$ cat src/rtl/axi4lite_arbiter.sv
// Two-requester front end onto one AXI4-Lite slave; one transaction in flight at a time.
// Define ARB_FIXED_PRIO_EN to make requester 0 win every tie instead of round-robin.
module axi4lite_arbiter #(
  parameter int ADDR_WIDTH = 32,
  parameter int DATA_WIDTH = 32
) (
  input  logic                    A_CLK,
  input  logic                    A_RSTn,
  input  logic [1:0]              REQ_VALID,
  output logic [1:0]              REQ_READY,
  input  logic [1:0]              REQ_WRITE,
  input  logic [2*ADDR_WIDTH-1:0] REQ_ADDR,
  input  logic [2*DATA_WIDTH-1:0] REQ_WDATA,
  output logic [1:0]              RSP_VALID,
  output logic [DATA_WIDTH-1:0]   RSP_DATA,
  output logic [1:0]              RSP_RESP,
  output logic                    AW_VALID,
  input  logic                    AW_READY,
  output logic [ADDR_WIDTH-1:0]   AW_ADDR,
  output logic                    W_VALID,
  input  logic                    W_READY,
  output logic [DATA_WIDTH-1:0]   W_DATA,
  input  logic                    B_VALID,
  output logic                    B_READY,
  input  logic [1:0]              B_RESP,
  output logic                    AR_VALID,
  input  logic                    AR_READY,
  output logic [ADDR_WIDTH-1:0]   AR_ADDR,
  input  logic                    R_VALID,
  output logic                    R_READY,
  input  logic [DATA_WIDTH-1:0]   R_DATA,
  input  logic [1:0]              R_RESP
);

  localparam logic [2:0] S_IDLE    = 3'd0;
  localparam logic [2:0] S_WR      = 3'd1;
  localparam logic [2:0] S_WR_RESP = 3'd2;
  localparam logic [2:0] S_RD_ADDR = 3'd3;
  localparam logic [2:0] S_RD_DATA = 3'd4;
  localparam logic [2:0] S_RSP     = 3'd5;

  logic [2:0]            state_q, state_d;
  logic                  last_q, last_d;
  logic                  gnt_q, gnt_d;
  logic                  write_q, write_d;
  logic [ADDR_WIDTH-1:0] addr_q, addr_d;
  logic [DATA_WIDTH-1:0] wdata_q, wdata_d;
  logic                  aw_done_q, aw_done_d;
  logic                  w_done_q, w_done_d;
  logic [DATA_WIDTH-1:0] rsp_data_q, rsp_data_d;
  logic [1:0]            rsp_resp_q, rsp_resp_d;
  logic                  pick;
  logic                  aw_now, w_now;

  // A lone requester always wins; a tie goes to whoever did not win last.
`ifdef ARB_FIXED_PRIO_EN
  assign pick = ~REQ_VALID[0];
`else
  assign pick = (&REQ_VALID) ? ~last_q : REQ_VALID[1];
`endif

  assign REQ_READY = (state_q == S_IDLE && |REQ_VALID) ? (pick ? 2'b10 : 2'b01) : 2'b00;
  assign RSP_VALID = (state_q == S_RSP) ? (gnt_q ? 2'b10 : 2'b01) : 2'b00;

  assign AW_VALID = (state_q == S_WR) && !aw_done_q;
  assign W_VALID  = (state_q == S_WR) && !w_done_q;
  assign B_READY  = (state_q == S_WR_RESP);
  assign AR_VALID = (state_q == S_RD_ADDR);
  assign R_READY  = (state_q == S_RD_DATA);

  assign AW_ADDR  = addr_q;
  assign AR_ADDR  = addr_q;
  assign W_DATA   = wdata_q;
  assign RSP_DATA = rsp_data_q;
  assign RSP_RESP = rsp_resp_q;

  // A handshake in the current cycle already counts toward leaving WR.
  assign aw_now = aw_done_q | (AW_VALID & AW_READY);
  assign w_now  = w_done_q | (W_VALID & W_READY);

  always_comb begin
    state_d    = state_q;
    last_d     = last_q;
    gnt_d      = gnt_q;
    write_d    = write_q;
    addr_d     = addr_q;
    wdata_d    = wdata_q;
    aw_done_d  = aw_done_q;
    w_done_d   = w_done_q;
    rsp_data_d = rsp_data_q;
    rsp_resp_d = rsp_resp_q;
    case (state_q)
      S_IDLE: begin
        if (|REQ_VALID) begin
          gnt_d   = pick;
          last_d  = pick;
          write_d = REQ_WRITE[pick];
          addr_d  = pick ? REQ_ADDR[2*ADDR_WIDTH-1:ADDR_WIDTH] : REQ_ADDR[ADDR_WIDTH-1:0];
          wdata_d = pick ? REQ_WDATA[2*DATA_WIDTH-1:DATA_WIDTH] : REQ_WDATA[DATA_WIDTH-1:0];
          state_d = REQ_WRITE[pick] ? S_WR : S_RD_ADDR;
        end
      end
      S_WR: begin
        if (aw_now && w_now) begin
          aw_done_d = 1'b0;
          w_done_d  = 1'b0;
          state_d   = S_WR_RESP;
        end else begin
          aw_done_d = aw_now;
          w_done_d  = w_now;
        end
      end
      S_WR_RESP: begin
        if (B_VALID) begin
          rsp_resp_d = B_RESP;
          rsp_data_d = '0;
          state_d    = S_RSP;
        end
      end
      S_RD_ADDR: begin
        if (AR_READY) state_d = S_RD_DATA;
      end
      S_RD_DATA: begin
        if (R_VALID) begin
          rsp_data_d = R_DATA;
          rsp_resp_d = R_RESP;
          state_d    = S_RSP;
        end
      end
      S_RSP:   state_d = S_IDLE;
      default: state_d = S_IDLE;
    endcase
  end

  // last_q resets to 1 so requester 0 takes the first tie.
  always_ff @(posedge A_CLK or negedge A_RSTn) begin
    if (!A_RSTn) begin
      state_q    <= S_IDLE;
      last_q     <= 1'b1;
      gnt_q      <= 1'b0;
      write_q    <= 1'b0;
      addr_q     <= '0;
      wdata_q    <= '0;
      aw_done_q  <= 1'b0;
      w_done_q   <= 1'b0;
      rsp_data_q <= '0;
      rsp_resp_q <= 2'b00;
    end else begin
      state_q    <= state_d;
      last_q     <= last_d;
      gnt_q      <= gnt_d;
      write_q    <= write_d;
      addr_q     <= addr_d;
      wdata_q    <= wdata_d;
      aw_done_q  <= aw_done_d;
      w_done_q   <= w_done_d;
      rsp_data_q <= rsp_data_d;
      rsp_resp_q <= rsp_resp_d;
    end
  end

endmodule

$ cat config.mk
export PLATFORM = sky130hd
export DESIGN_NAME = axi4lite_arbiter
export DESIGN_NICKNAME = d
export VERILOG_FILES = /design/src/rtl/axi4lite_arbiter.sv
export SDC_FILE = /design/constraint.sdc
export NUM_CORES = 1
export LEC_CHECK = 0
export ABC_AREA = 1
export CAP_MARGIN = 20
export CORE_MARGIN = 2
export CORE_UTILIZATION = 33
export DETAILED_ROUTE_END_ITERATION = 8
export PLACE_DENSITY = 0.77
export SYNTH_ARGS = -nofsm -noshare
export SYNTH_HDL_FRONTEND = slang
export SYNTH_SLANG_ARGS = --single-unit
$ cat constraint.sdc
create_clock -name A_CLK -period 1.4 [get_ports A_CLK]
set_clock_uncertainty 0.2 [all_clocks]
set_input_delay 0.28 -clock A_CLK [delete_from_list [all_inputs] [get_ports A_CLK]]
set_output_delay 0.28 -clock A_CLK [all_outputs]
set_load 0.005 [all_outputs]
==> reports/qor.yml <==
route:
  ant_nets: 0
  wl_mm: 21.8
  avgViaCountPerCell: 4.87
  drc_errors: 0
  drt_iter0_drc: 283
  wire_per_inst_um: 18.3
  vias: 5828
  dr.pass1.iters: 6
synthesis:
  avgSynthCellArea_um2: 7.99
  synth_nets: 783
  synth_cell_types: 19
  ys_warn_count: 0
  postSynthCellCount: 608
  synth-seq-cells: 105
  syn_area_mm2: 0.00486
  ys_seq_area_share_pct: 54.1
final_layout:
  drive_gt1_share_pct: 49.2
  final_nets: 1182
  fill_cells: 1025
  regArea_mm2: 0.00263
  area_growth_pct: 112
  diodes: 0
  multi_input_area_mm2: 0.00277
grt:
  grt_pass1_wl_mm: 30.0
  grt_usage_pct: 24.3
  antenna_found_initial: 1
  grt_max_degree: 42
  grt_overflow: 0
  grt_pass1_vias: 5694
cts:
  cts_buffers: 9
  cts_root_buf: "clkbuf_16"
  clkSinkCount: 105
  worstSkewPairLatency_ns: 0.34
  cts_tree: "built"
  clockBufferDepth: 2
  cts.htree.levels: 3
  cts.clk_slew.worst_paths_ns: 0.08
die:
  die_h_um: 125
  dieArea_mm2: 0.0157
  core_area_mm2: 0.0145
  rows: 44
  pin_count: 314
  start_util_pct: 33.6
  die_w_um: 125
sta:
  setup_viol: 148
  rsz0062_at_grt: "true"
  final-hold-violation-count: 0
  setup_slack_ns: -0.509
  finalMaxSlewViolations: 0
  slew_headroom_pct: 77.1
  finalSetupTns_ns: -43.52
  max_freq_mhz: 524
  min_period_ns: 1.91
  tightest_slew_ns: 0.343
  fin_crit_sh_pct: 136
worst_setup_path:
  crit_type: "flip-flop to output pin"
  r2r_slack_ns: -0.49
  regToRegStartpoint: "state_q[1]"
  required_ns: 0.92
  path_delay_family: "flip-flops"
  crit_path_cell_trace: "inv_2 -> nand2_2 -> nor2_4 -> buf_6 -> o21ai_4 -> nor2_4 -> buf_6"
  worst_path_max_delay_cell: "dfrtp_1"
  crit_path_start: "state_q[1]"
  cp_max_fo: 3
  r2r-end: "RSP_DATA[4]"
  crit_end: "REQ_READY[0]"
  crit_path_start_kind: "flip-flop"
  path_buf_inv: 3
  max_stage_delay_ns: 0.41
  end_kind: "output pin"
  worstSetupPathDepth: 7
  rr_worst_depth: 11
  crit_arrival_ns: 1.43
power:
  p_sw_mw: 8.40
  leakage_nw: 5.60
  power_density_mw_per_mm2: 2120
  ir_worst_vdd_mv: 1.22
  p_sw_share_pct: 38.4
  internal-power_mw: 13.5
  power_frac_seq_pct: 25.5
  p_clk_share_pct: 11.7
  p_comb_share_pct: 62.8
placement:
  dp_hpwl_mm: 12.3
  gp_congestion: 0.797
  port_buffers: 313
  place_ws_ns: -0.726
run:
  maxCapViolCount: 0
outcome:
  violations: "negative setup slack"
  outcome: "finished, violations left"
hold_path:
  hold_path.class: "primary input to asynchronous set/reset pin"
Yosys cell counts:
library cell  instances  area share [%]
buf_4                39             6.0
dfstp_2               1            0.54
nand2_1             294              23
a21oi_1               1            0.10
buf_6                 3            0.69
nor2_2                1            0.13
buf_2                16             1.6
clkinv_1              1           0.077
clkbuf_1              5            0.39
o21ai_2               1            0.18
nand3b_1              1            0.15
inv_2                 2            0.15
inv_1                16             1.2
nand2_2               1            0.13
nand4_1               2            0.26
o21ai_0               3            0.31
nor2_1               12            0.93
dfrtp_1             104              54
nand3_1             105              11
layout by cell type (no fill, tap or decap), types with 2 or more instances in the layout:
cell type,Yosys,routed
o21ai_2,1,2
buf_16,0,11
nand2_1,294,172
buf_6,3,62
o21ai_4,0,2
nor2_4,0,7
buf_4,39,57
nand4_1,2,2
nand3_2,0,64
inv_1,16,12
nor2_2,1,2
clkbuf_2,0,22
buf_12,0,15
buf_8,0,3
dfrtp_1,104,104
nand2_4,0,63
buf_2,16,98
inv_2,2,5
clkbuf_1,5,2
nand2_2,1,59
nor2_1,12,4
clkbuf_16,0,17
clkinv_2,0,2
clkdlybuf4s50_1,0,173
nand3_1,105,41
worst min path at each step:
stage | start | to | slack, ns
after floorplan | A_RSTn | AR_ADDR[0] | -0.22
after CTS | A_RSTn | RSP_DATA[28] | 0.14
after detailed placement | A_RSTn | RSP_DATA[25] | -0.04
after global routing | A_RSTn | RSP_DATA[25] | 0.14
after global placement | A_RSTn | RSP_DATA[10] | -0.04
final | A_RSTn | RSP_DATA[28] | 0.14
registers in the layout (all words and copies together), names as in the netlist:
name       cells
gnt_q          1
RSP_RESP       2
last_q         1
AR_ADDR       32
aw_done_q      1
W_DATA        32
state_q        3
w_done_q       1
RSP_DATA      32
area by class of cell:
cell class	count	share of cell area, %
timing repair buffer	451	41.9
multi-input combinational	421	26.9
sequential	105	25.5
clock buffer	11	2.25
tap	184	2.23
inverter	19	0.715
clock inverter	5	0.546
layer usage:
metal	routed length (um)	track usage (%)	vias up
met3	1500	6.08	63
met2	11500	43.9	283
met1	8020	27.8	2791
met4	846	8.50	0
met5	0	0	-
li1	-	-	2691
metrics by stage:
stage	power, mW	hold slack (ns)	utilization, %	instance area, um2	cells
after floorplan	9.54	-0.216	-	4920	608
after global placement	14.4	-0.0448	56.2	8140	1076
after detailed placement	14.6	-0.0433	56.2	8140	1076
after CTS	19.1	0.136	62.8	9090	1172
after global routing	23.1	0.136	71.3	10300	1196
final	21.9	0.139	71.3	10300	1196
kinds of logic (layout without fill, tap and decap cells):
logic type             after synthesis  count (layout)  synth area share (%)
flip-flops                         105             105                  54.1
buffers and inverters               82             486                  10.2
AO/OA/AOI/OAI                        5               5                 0.592
AND/OR/NAND/NOR                    416             416                  35.1
power by group through the flow:
| stage | clock [mW] | combinational (mW) | sequential [mW] |
|---|---|---|---|
| finish | 2.56 | 13.8 | 5.60 |
| CTS | 2.60 | 11.1 | 5.38 |
| detailed placement | 0 | 9.00 | 5.56 |
| floorplan | 0 | 3.98 | 5.56 |
| global route | 2.72 | 14.7 | 5.76 |
| global placement | 0 | 8.84 | 5.52 |
worst reg2reg max path, delay by kind of cell, from the launching register on:
family / cells / cell delay (ns)
compound gates: 1 / 0.20
simple gates: 4 / 0.35
buf+inv: 6 / 0.62
flops: 1 / 0.39
repair_timing:
action	CTS	global route
hold buffers	1	0
setup buffers	66	29
gates cloned	14	9
gates resized for setup	606	306
endpoints found under the hold margin	104	0
endpoints found under the setup margin	244	157
pin swaps	10	13
Note: power is estimated with default switching activity, not from simulation.
